[config.mk]
export PLATFORM = sky130hd
export DESIGN_NAME = rob_commit_unit_flat
export DESIGN_NICKNAME = d
export VERILOG_FILES = /design/src/rtl/rob_commit_unit_if.sv /design/src/rtl/rob_commit_unit.sv /design/src/flat_wrapper.sv
export SDC_FILE = /design/constraint.sdc
export NUM_CORES = 1
export LEC_CHECK = 0
export CORE_MARGIN = 1
export CORE_UTILIZATION = 50
export DETAILED_ROUTE_END_ITERATION = 8
export GPL_TIMING_DRIVEN = 0
export PLACE_DENSITY = 0.65
export SKIP_LAST_GASP = 1
export SLEW_MARGIN = 20
export SYNTH_ARGS = -nofsm -noshare
export SYNTH_HDL_FRONTEND = slang
export SYNTH_SLANG_ARGS = --single-unit
[constraint.sdc]
create_clock -name clk_i -period 4.9 [get_ports clk_i]
set_input_delay 0.735 -clock clk_i [delete_from_list [all_inputs] [get_ports clk_i]]
set_output_delay 0.735 -clock clk_i [all_outputs]
set_load 0.02 [all_outputs]
[src/rtl/rob_commit_unit_if.sv]
// Rename <-> ROB port bundle: allocation, writeback, branch resolve and commit.
// Perf counter outputs exist only when ROB_PERF_CNT_EN is defined.
interface rob_commit_unit_if #(
    parameter int unsigned DEPTH = 16
);
    localparam int unsigned TAG_W  = $clog2(DEPTH);
    localparam int unsigned REG_W  = 6;
    localparam int unsigned NUM_WB = 3;

    logic                              alloc_valid_i;
    logic                              alloc_ready_o;
    logic [REG_W-1:0]                  alloc_pdst_i;
    logic                              alloc_pdst_valid_i;
    logic [REG_W-1:0]                  alloc_prev_i;
    logic                              alloc_prev_valid_i;
    logic                              alloc_is_branch_i;
    logic [TAG_W-1:0]                  alloc_tag_o;

    logic [NUM_WB-1:0]                 wb_valid_i;
    logic [NUM_WB-1:0][TAG_W-1:0]      wb_tag_i;

    logic                              br_result_valid_i;
    logic                              br_result_hit_i;

    logic                              commit_valid_o;
    logic [REG_W-1:0]                  commit_pdst_o;
    logic [REG_W-1:0]                  commit_prev_o;
    logic                              commit_prev_valid_o;
    logic                              commit_spec_o;
    logic                              branch_pending_o;
    logic                              rob_empty_o;
    logic                              rob_full_o;
`ifdef ROB_PERF_CNT_EN
    logic [31:0]                       perf_commits_o;
    logic [31:0]                       perf_flushes_o;
    logic [31:0]                       perf_full_cycles_o;
`endif

    // Rename / execute side
    modport master (
        output alloc_valid_i, alloc_pdst_i, alloc_pdst_valid_i, alloc_prev_i,
               alloc_prev_valid_i, alloc_is_branch_i, wb_valid_i, wb_tag_i,
               br_result_valid_i, br_result_hit_i,
`ifdef ROB_PERF_CNT_EN
        input  perf_commits_o, perf_flushes_o, perf_full_cycles_o,
`endif
        input  alloc_ready_o, alloc_tag_o, commit_valid_o, commit_pdst_o,
               commit_prev_o, commit_prev_valid_o, commit_spec_o,
               branch_pending_o, rob_empty_o, rob_full_o
    );

    // ROB side
    modport slave (
        input  alloc_valid_i, alloc_pdst_i, alloc_pdst_valid_i, alloc_prev_i,
               alloc_prev_valid_i, alloc_is_branch_i, wb_valid_i, wb_tag_i,
               br_result_valid_i, br_result_hit_i,
`ifdef ROB_PERF_CNT_EN
        output perf_commits_o, perf_flushes_o, perf_full_cycles_o,
`endif
        output alloc_ready_o, alloc_tag_o, commit_valid_o, commit_pdst_o,
               commit_prev_o, commit_prev_valid_o, commit_spec_o,
               branch_pending_o, rob_empty_o, rob_full_o
    );
endinterface

[src/rtl/rob_commit_unit.sv]
// In-order reorder buffer: allocates renamed instrs, tracks OoO completion, retires one per
// cycle and flushes younger entries on a mispredict. ROB_PERF_CNT_EN adds perf counters.
module rob_commit_unit #(
    parameter int unsigned DEPTH = 16
) (
    input  logic             clk_i,
    input  logic             rst_ni,
    rob_commit_unit_if.slave rob_if
);
    localparam int unsigned TAG_W  = $clog2(DEPTH);
    localparam int unsigned CNT_W  = TAG_W + 1;
    localparam int unsigned REG_W  = 6;
    localparam int unsigned NUM_WB = 3;
    localparam int unsigned WB_IW  = 2;

    typedef logic [TAG_W-1:0] tag_t;

    typedef struct packed {
        logic             valid;
        logic             done;
        logic [REG_W-1:0] pdst;
        logic             pdst_v;
        logic [REG_W-1:0] prev;
        logic             prev_v;
        logic             is_br;
    } entry_t;

    entry_t [DEPTH-1:0] rob_q, rob_d;
    tag_t               head_q, head_d;
    tag_t               tail_q, tail_d;
    tag_t               br_tag_q, br_tag_d;
    logic [CNT_W-1:0]   count_q, count_d;
    logic               br_pending_q, br_pending_d;

    entry_t             head_entry_c;
    logic               full_c;
    logic               empty_c;
    logic               mispredict_c;
    logic               alloc_fire_c;
    logic               commit_fire_c;

    // Age of a tag relative to the current head (0 = oldest).
    function automatic tag_t age(input tag_t tag, input tag_t head);
        return tag - head;
    endfunction

    assign head_entry_c  = rob_q[head_q];
    assign full_c        = (count_q == CNT_W'(DEPTH));
    assign empty_c       = (count_q == '0);
    assign mispredict_c  = rob_if.br_result_valid_i && !rob_if.br_result_hit_i && br_pending_q;
    assign alloc_fire_c  = rob_if.alloc_valid_i && rob_if.alloc_ready_o;
    // Head blocks while it is the unresolved branch itself.
    assign commit_fire_c = head_entry_c.valid && head_entry_c.done &&
                           !(br_pending_q && (head_q == br_tag_q));

    assign rob_if.alloc_ready_o       = !full_c && !(rob_if.br_result_valid_i && !rob_if.br_result_hit_i);
    assign rob_if.alloc_tag_o         = tail_q;
    assign rob_if.commit_valid_o      = commit_fire_c;
    assign rob_if.commit_pdst_o       = commit_fire_c ? head_entry_c.pdst : '0;
    assign rob_if.commit_prev_o       = commit_fire_c ? head_entry_c.prev : '0;
    assign rob_if.commit_prev_valid_o = commit_fire_c && head_entry_c.prev_v;
    assign rob_if.commit_spec_o       = commit_fire_c && br_pending_q &&
                                        (age(head_q, head_q) > age(br_tag_q, head_q));
    assign rob_if.branch_pending_o    = br_pending_q;
    assign rob_if.rob_empty_o         = empty_c;
    assign rob_if.rob_full_o          = full_c;

    // Next-state: writeback, commit, resolve/flush, then allocate.
    always_comb begin
        rob_d        = rob_q;
        head_d       = head_q;
        tail_d       = tail_q;
        count_d      = count_q;
        br_pending_d = br_pending_q;
        br_tag_d     = br_tag_q;

        for (int unsigned k = 0; k < NUM_WB; k++) begin
            if (rob_if.wb_valid_i[WB_IW'(k)] && rob_q[rob_if.wb_tag_i[WB_IW'(k)]].valid) begin
                rob_d[rob_if.wb_tag_i[WB_IW'(k)]].done = 1'b1;
            end
        end

        if (commit_fire_c) begin
            rob_d[head_q].valid = 1'b0;
            head_d              = head_q + TAG_W'(1);
        end

        if (rob_if.br_result_valid_i && br_pending_q) begin
            br_pending_d = 1'b0;
        end

        if (mispredict_c) begin
            // Everything strictly younger than the branch is squashed.
            for (int unsigned i = 0; i < DEPTH; i++) begin
                if (age(TAG_W'(i), head_q) > age(br_tag_q, head_q)) begin
                    rob_d[TAG_W'(i)].valid = 1'b0;
                end
            end
            tail_d  = br_tag_q + TAG_W'(1);
            count_d = CNT_W'(age(br_tag_q, head_q)) + CNT_W'(1) - CNT_W'(commit_fire_c);
        end else begin
            count_d = count_q + CNT_W'(alloc_fire_c) - CNT_W'(commit_fire_c);
        end

        if (alloc_fire_c) begin
            rob_d[tail_q] = '{valid:  1'b1,
                              done:   1'b0,
                              pdst:   rob_if.alloc_pdst_i,
                              pdst_v: rob_if.alloc_pdst_valid_i,
                              prev:   rob_if.alloc_prev_i,
                              prev_v: rob_if.alloc_prev_valid_i,
                              is_br:  rob_if.alloc_is_branch_i};
            tail_d = tail_q + TAG_W'(1);
            if (rob_if.alloc_is_branch_i) begin
                br_pending_d = 1'b1;
                br_tag_d     = tail_q;
            end
        end
    end

    always_ff @(posedge clk_i or negedge rst_ni) begin
        if (!rst_ni) begin
            rob_q        <= '0;
            head_q       <= '0;
            tail_q       <= '0;
            count_q      <= '0;
            br_pending_q <= 1'b0;
            br_tag_q     <= '0;
        end else begin
            rob_q        <= rob_d;
            head_q       <= head_d;
            tail_q       <= tail_d;
            count_q      <= count_d;
            br_pending_q <= br_pending_d;
            br_tag_q     <= br_tag_d;
        end
    end

`ifdef ROB_PERF_CNT_EN
    logic [31:0] perf_commits_q, perf_flushes_q, perf_full_cycles_q;

    // Free-running event counters, wrap at 2^32.
    always_ff @(posedge clk_i or negedge rst_ni) begin
        if (!rst_ni) begin
            perf_commits_q     <= '0;
            perf_flushes_q     <= '0;
            perf_full_cycles_q <= '0;
        end else begin
            perf_commits_q     <= perf_commits_q + 32'(commit_fire_c);
            perf_flushes_q     <= perf_flushes_q + 32'(mispredict_c);
            perf_full_cycles_q <= perf_full_cycles_q + 32'(full_c);
        end
    end

    assign rob_if.perf_commits_o     = perf_commits_q;
    assign rob_if.perf_flushes_o     = perf_flushes_q;
    assign rob_if.perf_full_cycles_o = perf_full_cycles_q;
`endif

    // Only one branch checkpoint exists; rename must stall a second branch.
    a_single_branch: assert property (@(posedge clk_i) disable iff (!rst_ni)
        !(alloc_fire_c && rob_if.alloc_is_branch_i && br_pending_q));

endmodule

[src/flat_wrapper.sv]
// flat-port wrapper written by rule: the top's interface ports become plain ports
module rob_commit_unit_flat 
#(
    parameter int unsigned DEPTH = 16
)
  (clk_i, rst_ni, rob_if_alloc_valid_i, rob_if_alloc_pdst_i, rob_if_alloc_pdst_valid_i, rob_if_alloc_prev_i, rob_if_alloc_prev_valid_i, rob_if_alloc_is_branch_i, rob_if_wb_valid_i, rob_if_wb_tag_i, rob_if_br_result_valid_i, rob_if_br_result_hit_i, rob_if_alloc_ready_o, rob_if_alloc_tag_o, rob_if_commit_valid_o, rob_if_commit_pdst_o, rob_if_commit_prev_o, rob_if_commit_prev_valid_o, rob_if_commit_spec_o, rob_if_branch_pending_o, rob_if_rob_empty_o, rob_if_rob_full_o);
  rob_commit_unit_if #(.DEPTH(DEPTH)) rob_if_i ();
  input  logic clk_i;
  input  logic rst_ni;
  input wire logic [$bits(rob_if_i.alloc_valid_i)-1:0] rob_if_alloc_valid_i;
  input wire logic [$bits(rob_if_i.alloc_pdst_i)-1:0] rob_if_alloc_pdst_i;
  input wire logic [$bits(rob_if_i.alloc_pdst_valid_i)-1:0] rob_if_alloc_pdst_valid_i;
  input wire logic [$bits(rob_if_i.alloc_prev_i)-1:0] rob_if_alloc_prev_i;
  input wire logic [$bits(rob_if_i.alloc_prev_valid_i)-1:0] rob_if_alloc_prev_valid_i;
  input wire logic [$bits(rob_if_i.alloc_is_branch_i)-1:0] rob_if_alloc_is_branch_i;
  input wire logic [$bits(rob_if_i.wb_valid_i)-1:0] rob_if_wb_valid_i;
  input wire logic [$bits(rob_if_i.wb_tag_i)-1:0] rob_if_wb_tag_i;
  input wire logic [$bits(rob_if_i.br_result_valid_i)-1:0] rob_if_br_result_valid_i;
  input wire logic [$bits(rob_if_i.br_result_hit_i)-1:0] rob_if_br_result_hit_i;
  output wire logic [$bits(rob_if_i.alloc_ready_o)-1:0] rob_if_alloc_ready_o;
  output wire logic [$bits(rob_if_i.alloc_tag_o)-1:0] rob_if_alloc_tag_o;
  output wire logic [$bits(rob_if_i.commit_valid_o)-1:0] rob_if_commit_valid_o;
  output wire logic [$bits(rob_if_i.commit_pdst_o)-1:0] rob_if_commit_pdst_o;
  output wire logic [$bits(rob_if_i.commit_prev_o)-1:0] rob_if_commit_prev_o;
  output wire logic [$bits(rob_if_i.commit_prev_valid_o)-1:0] rob_if_commit_prev_valid_o;
  output wire logic [$bits(rob_if_i.commit_spec_o)-1:0] rob_if_commit_spec_o;
  output wire logic [$bits(rob_if_i.branch_pending_o)-1:0] rob_if_branch_pending_o;
  output wire logic [$bits(rob_if_i.rob_empty_o)-1:0] rob_if_rob_empty_o;
  output wire logic [$bits(rob_if_i.rob_full_o)-1:0] rob_if_rob_full_o;
  assign rob_if_i.alloc_valid_i = rob_if_alloc_valid_i;
  assign rob_if_i.alloc_pdst_i = rob_if_alloc_pdst_i;
  assign rob_if_i.alloc_pdst_valid_i = rob_if_alloc_pdst_valid_i;
  assign rob_if_i.alloc_prev_i = rob_if_alloc_prev_i;
  assign rob_if_i.alloc_prev_valid_i = rob_if_alloc_prev_valid_i;
  assign rob_if_i.alloc_is_branch_i = rob_if_alloc_is_branch_i;
  assign rob_if_i.wb_valid_i = rob_if_wb_valid_i;
  assign rob_if_i.wb_tag_i = rob_if_wb_tag_i;
  assign rob_if_i.br_result_valid_i = rob_if_br_result_valid_i;
  assign rob_if_i.br_result_hit_i = rob_if_br_result_hit_i;
  assign rob_if_alloc_ready_o = rob_if_i.alloc_ready_o;
  assign rob_if_alloc_tag_o = rob_if_i.alloc_tag_o;
  assign rob_if_commit_valid_o = rob_if_i.commit_valid_o;
  assign rob_if_commit_pdst_o = rob_if_i.commit_pdst_o;
  assign rob_if_commit_prev_o = rob_if_i.commit_prev_o;
  assign rob_if_commit_prev_valid_o = rob_if_i.commit_prev_valid_o;
  assign rob_if_commit_spec_o = rob_if_i.commit_spec_o;
  assign rob_if_branch_pending_o = rob_if_i.branch_pending_o;
  assign rob_if_rob_empty_o = rob_if_i.rob_empty_o;
  assign rob_if_rob_full_o = rob_if_i.rob_full_o;
  rob_commit_unit #(.DEPTH(DEPTH)) u_core (.clk_i(clk_i), .rst_ni(rst_ni), .rob_if(rob_if_i));
endmodule
==> summary.txt, run 1 <==
Synth
  – Syn avg cell area: 13.0 µm²
  – Synth unique cells: 69
  – Post-Syn Instances: 1073
  – Sequential fraction of the synthesis area: 46.2%
  – Post-synth ARST share: 100%
  – Mapped Area: 14000 µm²
  – Syn. warnings: 0
  – FF+latch count, synth: 258
  – Synth Net Count: 1159
  – EDFF count, synth: 0
  – Top FF cell, synth: dfrtp_1

Hold path
  – Worst Hold Class: in -> async

Die
  – Initial Util: 51.4%
  – Die area: 28600 µm²
  – Total I/O pin count: 58
  – Die height: 169 µm
  – Row count: 60
  – Die Wd: 169 µm
  – Core Area: 27200 µm²

Setup path
  – CP Depth: 6
  – Crit path DAT: 4.07 ns
  – CP Capture Type: primary output
  – CP bufs+invs: 3
  – Crit-path leading delay family: buffers and inverters
  – Crit path cell chain: clkbuf_1 > clkbuf_1 > mux4_2 > mux4_2 > and2_1 > clkdlybuf4s50_1
  – CP Launch Type: flip-flop
  – R2r worst-path depth: 19
  – Max stage delay cell, worst path: clkbuf_1
  – Crit path max fanout: 10
  – Worst path required time: 4.16 ns
  – CP Class: reg -> out
  – Max incr delay on CP: 0.90 ns

Detailed routing
  – DRT Pass-1 Iters: 5
  – Residual DRC: 0
  – ANT nets after route: 0
  – DR vias: 9489
  – Routed wire length: 38300 µm
  – Post-DR vias/cell: 6.12
  – DRT iter0 DRCs: 682
  – Per-cell routed wire length: 24.7 µm

Layout
  – Layout cell share with drive strength beyond 1: 33.3%
  – Final core utilization: 58.8%
  – Area grow syn2layout: 14.4%
  – Final Instance Area: 16000 µm²
  – Ant. Diodes: 0
  – Nets: 1244

Power
  – VDD IR max: 351 µV
  – Switching portion of total power: 38.9%
  – Cell-internal power: 0.00753 W
  – Register share of total power: 30.9%
  – Clock power share: 17.2%
  – Pwr Total: 0.0123 W
  – Pwr dens: 771 nW/µm²
  – Logic pwr share: 51.9%
  – Leak pwr: 6.85 nW
  – NetSw: 0.00480 W

Global route
  – GR Util All Layers: 28.1%
  – Grt met1 use: 39.6%
  – Grt peak-use layer: met2
  – Initial antenna violation count: 0
  – Met3 Usage GRT: 4.34%
  – Vias in the first global route: 9904
  – Total global routing overflow: 0
  – Pin count of the biggest net entering global routing: 82
  – First-pass GRT wire length: 59900 µm
  – Grt met2 use: 44.9%

Placed design
  – Placed Area: 15000 µm²
  – Post-DP HPWL: 26100 µm
  – Worst slack, placed: -0.0984 ns
  – Gpl congestion: 0.944
  – PortBufs: 52

STA
  – # setup viols final: 0
  – Final worst slack: 0.0933 ns
  – Final worst path period need: 4.81 ns
  – Max Slew Vio Count: 0
  – Fmax: 0.208 GHz
  – Clock skew: 0.0128 ns
  – Period utilization: 98.1%
  – Measured slew at the worst slew-check pin: 1.14 ns
  – RSZ-0062 raised after global routing: no
  – Total negative slack: 0 ns
  – Final Hold Fails: 0
  – Max-slew headroom: 24.1%

Clock tree
  – Clock Root Buffer: clkbuf_16
  – Post-CTS sizing: 3
  – Post-CTS Setup Bufs: 0
  – Hold Buf Count CTS: 0
  – # clock sinks: 258
  – H-tree depth: 1
  – CTS Buf Count: 28
  – Maximum root-to-sink buffer count: 3
  – CTS tree: yes
  – Clk_lat worst skew: 0.55 ns
  – Worst-path clk slew: 0.06 ns

Flow run
  – Max-Cap Viols: 0

Run status
  – Status: finished clean
[cells in the mapped netlist (12+ instances only)]
master	count	area (µm²)
nand3_1	22	110
mux2_2	207	2330
and2_1	17	106
nand2_1	47	176
dfrtp_1	258	6460
nor2_1	35	131
inv_1	40	150
a21oi_1	34	170
mux4_2	76	1710
ha_1	49	613
xnor2_1	15	131
a31oi_1	13	81.3
o21ai_0	32	160
nor2b_1	12	75.1
clkbuf_1	30	113
buf_2	17	85.1
[power groups by stage]
stage	logic (W)	registers, W	clock network, W
final	0.00639	0.00381	0.00212
after global routing	0.00704	0.00392	0.00224
after CTS	0.00640	0.00378	0.00216
after detailed placement	0.00637	0.00380	0
after global placement	0.00623	0.00379	0
after floorplan	0.00471	0.00358	0
[worst reg2reg max path, delay by kind of cell, from the launching register on]
kind            cells  cell delay (ns)
compound gates      5             0.92
xor+xnor            1             0.16
fa+ha+maj           4             1.19
buf+inv             6             0.95
flops               1             0.52
simple gates        3             0.43
[per-layer routing]
metal / wire length (µm) / up-vias
li1: - / 4144
met2: 17800 / 308
met5: 0 / -
met4: 1270 / 0
met1: 17000 / 4954
met3: 2220 / 83
[final timing paths]
path / start / end / slack, ns
min reg2reg: u_core.rob_q[124] / u_core.rob_q[124] / 0.50
max reg2reg: u_core.head_q[1] / u_core.count_q[4] / 0.62
min: rst_ni / u_core.count_q[4] / 0.06
max: u_core.head_q[2] / rob_if_commit_prev_o[5] / 0.09
max in group asynchronous: rst_ni / u_core.rob_q[131] / 3.41
min in group clk_i: u_core.rob_q[124] / u_core.rob_q[124] / 0.50
[through the flow]
step           cells  hold slack [ns]
6_report        1550           0.0589
5_1_grt         1550           0.0711
4_1_cts         1550           0.0547
3_5_place_dp    1500            0.488
3_3_place_gp    1497            0.483
2_1_floorplan   1073            0.439
[layout by cell type (no fill, tap or decap), types with 34 or more instances in the layout]
| master | n |
|---|---|
| ha_1 | 49 |
| a21oi_1 | 34 |
| mux2_2 | 207 |
| clkdlybuf4s50_1 | 51 |
| mux4_2 | 76 |
| nand2_1 | 47 |
| clkbuf_1 | 35 |
| nor2_1 | 35 |
| dfrtp_1 | 256 |
| inv_1 | 40 |
[kinds of logic (layout without fill, tap and decap cells)]
group | count (synthesis) | after routing | synth area share, %
flip-flops | 258 | 258 | 46.2
other | 1 | 1 | 0.0268
adder cells (fa/ha/maj) | 52 | 52 | 4.75
AND/OR/NAND/NOR | 204 | 204 | 8.15
buffers and inverters | 110 | 215 | 3.54
AO/OA/AOI/OAI | 134 | 134 | 6.15
multiplexers | 290 | 290 | 29.7
XOR/XNOR | 24 | 24 | 1.51
[layout make-up]
cell class | instances | area (µm²)
Clock inverter | 9 | 105
Buffer | 67 | 338
Inverter | 43 | 161
Sequential cell | 258 | 6460
Fill cell | 2237 | 11200
Tap cell | 372 | 465
Clock buffer | 41 | 821
Timing Repair Buffer | 55 | 608
Multi-Input combinational cell | 705 | 7020
[state kept, by name (all words and copies together) (netlist names)]
signal / cells
u_core.rob_q: 240
u_core.count_q: 5
u_core.br_tag_q: 4
u_core.head_q: 4
u_core.rob_if.alloc_tag_o: 4
u_core.rob_if.branch_pending_o: 1
Power figures use the tool's default switching activity.
==> run 2, diff against run 1 <==
==> constraint.sdc (replaced) <==
create_clock -name clk_i -period 6.16 [get_ports clk_i]
set_input_delay 0.924 -clock clk_i [delete_from_list [all_inputs] [get_ports clk_i]]
set_output_delay 0.924 -clock clk_i [all_outputs]
set_load 0.02 [all_outputs]
==> run 2 against run 1 <==
Clock skew down 0.0057 ns. Via count up 0.28%. Sequential cell count unchanged. Core utilization about the same. Sequential share of layout area about the same. Clock-buffer cell count unchanged. Critical endpoint is now rob_if_commit_prev_o[1]. Largest power group unchanged. Die area unchanged.
==> summary.txt, run 2 (synthesized netlist as in run 1, its figures left out) <==
Run status
  – Status: finished clean

Setup path
  – CP Class: reg -> out
  – Crit path DAT: 4.70 ns (+0.63 ns)
  – Crit path max fanout: 13 (+3)
  – CP Capture Type: primary output
  – CP Launch Type: flip-flop
  – Worst path required time: 5.24 ns (+1.08 ns)

Power
  – Pwr dens: 614 nW/µm² (-20%)
  – Pwr Total: 0.00980 W (-20%)
  – VDD IR max: 279 µV (-20%)
  – Leak pwr: 6.85 nW (about the same)

Die
  – Core Area: 27200 µm² (unchanged)
  – Die area: 28600 µm² (unchanged)
  – Row count: 60 (unchanged)
  – Initial Util: 51.4% (unchanged)
  – Die height: 169 µm (unchanged)
  – Total I/O pin count: 58 (unchanged)
  – Die Wd: 169 µm (unchanged)

Detailed routing
  – DR vias: 9516 (+0.28%)
  – Post-DR vias/cell: 6.14 (+0.28%)
  – Residual DRC: 0 (unchanged)
  – Routed wire length: 38300 µm (+0.15%)
  – Per-cell routed wire length: 24.7 µm (+0.15%)
  – ANT nets after route: 0 (unchanged)
  – DRT iter0 DRCs: 670 (-1.8%)
  – DRT Pass-1 Iters: 5 (unchanged)

STA
  – Period utilization: 91.2%
  – Measured slew at the worst slew-check pin: 1.17 ns (+0.0308 ns)
  – Fmax: 0.178 GHz
  – RSZ-0062 raised after global routing: no
  – Max-slew headroom: 22.1% (-2.1 points)
  – Final worst path period need: 5.62 ns
  – Final Hold Fails: 0 (unchanged)
  – Clock skew: 0.00706 ns (-0.00572 ns)
  – # setup viols final: 0 (unchanged)
  – Max Slew Vio Count: 0 (unchanged)
  – Total negative slack: 0 ns (unchanged)

Layout
  – Layout cell share with drive strength beyond 1: 32.9% (-0.34 points)
  – Sequential cell area: 6460 µm² (about the same)
  – Largest register FFs: 240 (unchanged)
  – Commonest non-fill, non-tap cells in the layout: dfrtp_1 (258), mux2_2 (207), mux4_2 (76), clkdlybuf4s50_1 (51), ha_1 (49)
  – Most common cell after layout, fill and taps aside: dfrtp_1
  – Multi-input gate area: 7020 µm² (unchanged)
  – Largest reg by FF count: u_core.rob_q
  – Nets: 1244 (unchanged)
  – Area grow syn2layout: 14.3% (about the same)
  – Fillers: 2239 (+0.089%)
  – Biggest regs: u_core.rob_q: 240 flops, u_core.count_q: 5 flops
  – Ant. Diodes: 0 (unchanged)

Clock tree
  – Post-CTS Setup Bufs: 0 (unchanged)
  – Clk_lat worst skew: 0.54 ns (about the same)
  – Clock Root Buffer: clkbuf_16
  – Hold Buf Count CTS: 0 (unchanged)
  – Worst-path clk slew: 0.06 ns (about the same)
  – # clock sinks: 258 (unchanged)
  – CTS Buf Count: 28 (unchanged)
  – Post-CTS sizing: 0 (-3)
  – CTS tree: yes
  – Maximum root-to-sink buffer count: 3 (unchanged)
  – H-tree depth: 1 (unchanged)

Global route
  – Total global routing overflow: 0 (unchanged)
  – Initial antenna violation count: 0 (unchanged)
  – Pin count of the biggest net entering global routing: 82 (unchanged)
  – GR Util All Layers: 28.1% (-0.031 points)
  – Vias in the first global route: 9905 (+0.010%)
  – First-pass GRT wire length: 59800 µm (-0.13%)

Placed design
  – Post-DP HPWL: 26100 µm (unchanged)
  – PortBufs: 52 (unchanged)
  – Gpl congestion: 0.944 (unchanged)

Flow run
  – Max-Cap Viols: 0 (unchanged)

Hold path
  – Worst Hold Class: in -> async
## run 2: changes by cell type in the layout (fill, tap and decap cells not counted)
cell / before / now
clkbuf_1: 35 / 37
clkbuf_2: 1 / 0
clkbuf_4: 1 / 0
dfrtp_1: 256 / 258
dfrtp_2: 2 / 0
## run 2: final timing paths
| kind | startpoint | to | slack (ns) | cells past startpoint |
|---|---|---|---|---|
| hold reg to reg | u_core.rob_q[124] | u_core.rob_q[124] | 0.50 | 1 |
| max in group asynchronous | rst_ni | u_core.rob_q[193] | 4.48 | 4 |
| min in group clk_i | u_core.rob_q[124] | u_core.rob_q[124] | 0.50 | 1 |
| setup reg to reg | u_core.head_q[1] | u_core.count_q[4] | 1.19 | 19 |
| hold / removal | rst_ni | u_core.count_q[4] | 0.24 | 1 |
| setup / recovery | u_core.head_q[1] | rob_if_commit_prev_o[1] | 0.54 | 10 |
## run 2: worst max-delay path, cell delays in order (launching register included)
cell	delay [ns]
dfrtp_1	0.67
inv_1	0.36
ha_1	0.39
and4_1	0.26
a21oi_1	0.18
o21ai_0	0.12
o32a_2	0.47
inv_1	0.10
clkbuf_1	0.69
and2_1	0.28
clkdlybuf4s50_1	0.62
## run 2: routing by layer
layer,vias up,share of wire [%],global-route usage [%]
met4,0,3.2,8.85
met5,-,0,0
met3,85,5.4,4.43
met2,306,46,44.9
li1,4144,-,-
met1,4981,45,39.5
## run 2: through the flow
stage | std cells | hold slack [ns] | worst slack, ns | util (%) | instance area, µm²
2_1_floorplan | 1073 | 0.467 | 2.39 | - | 14000
3_3_place_gp | 1497 | 0.483 | -7.10 | 55.0 | 15000
3_5_place_dp | 1500 | 0.488 | 1.09 | 55.3 | 15000
4_1_cts | 1550 | 0.244 | 0.487 | 58.8 | 16000
5_1_grt | 1550 | 0.260 | 0.421 | 58.8 | 16000
6_report | 1550 | 0.244 | 0.541 | 58.8 | 16000
## run 2: power breakdown
| group | internal [W] | leakage (nW) | total (W) | switching, W |
|---|---|---|---|---|
| clock network | 0.00100 | 0.454 | 0.00169 | 0.000686 |
| logic | 0.00248 | 3.18 | 0.00508 | 0.00260 |
| registers | 0.00250 | 3.21 | 0.00303 | 0.000533 |
## run 2: layout make-up
class	instances	area share, %
inverters	43	1.01
flip-flops and latches	258	40.4
well taps	372	2.92
multi-input cells	705	43.9
plain buffers	67	2.08
clock buffers	41	5.14
clock inverters	9	0.658
repair buffers	55	3.81
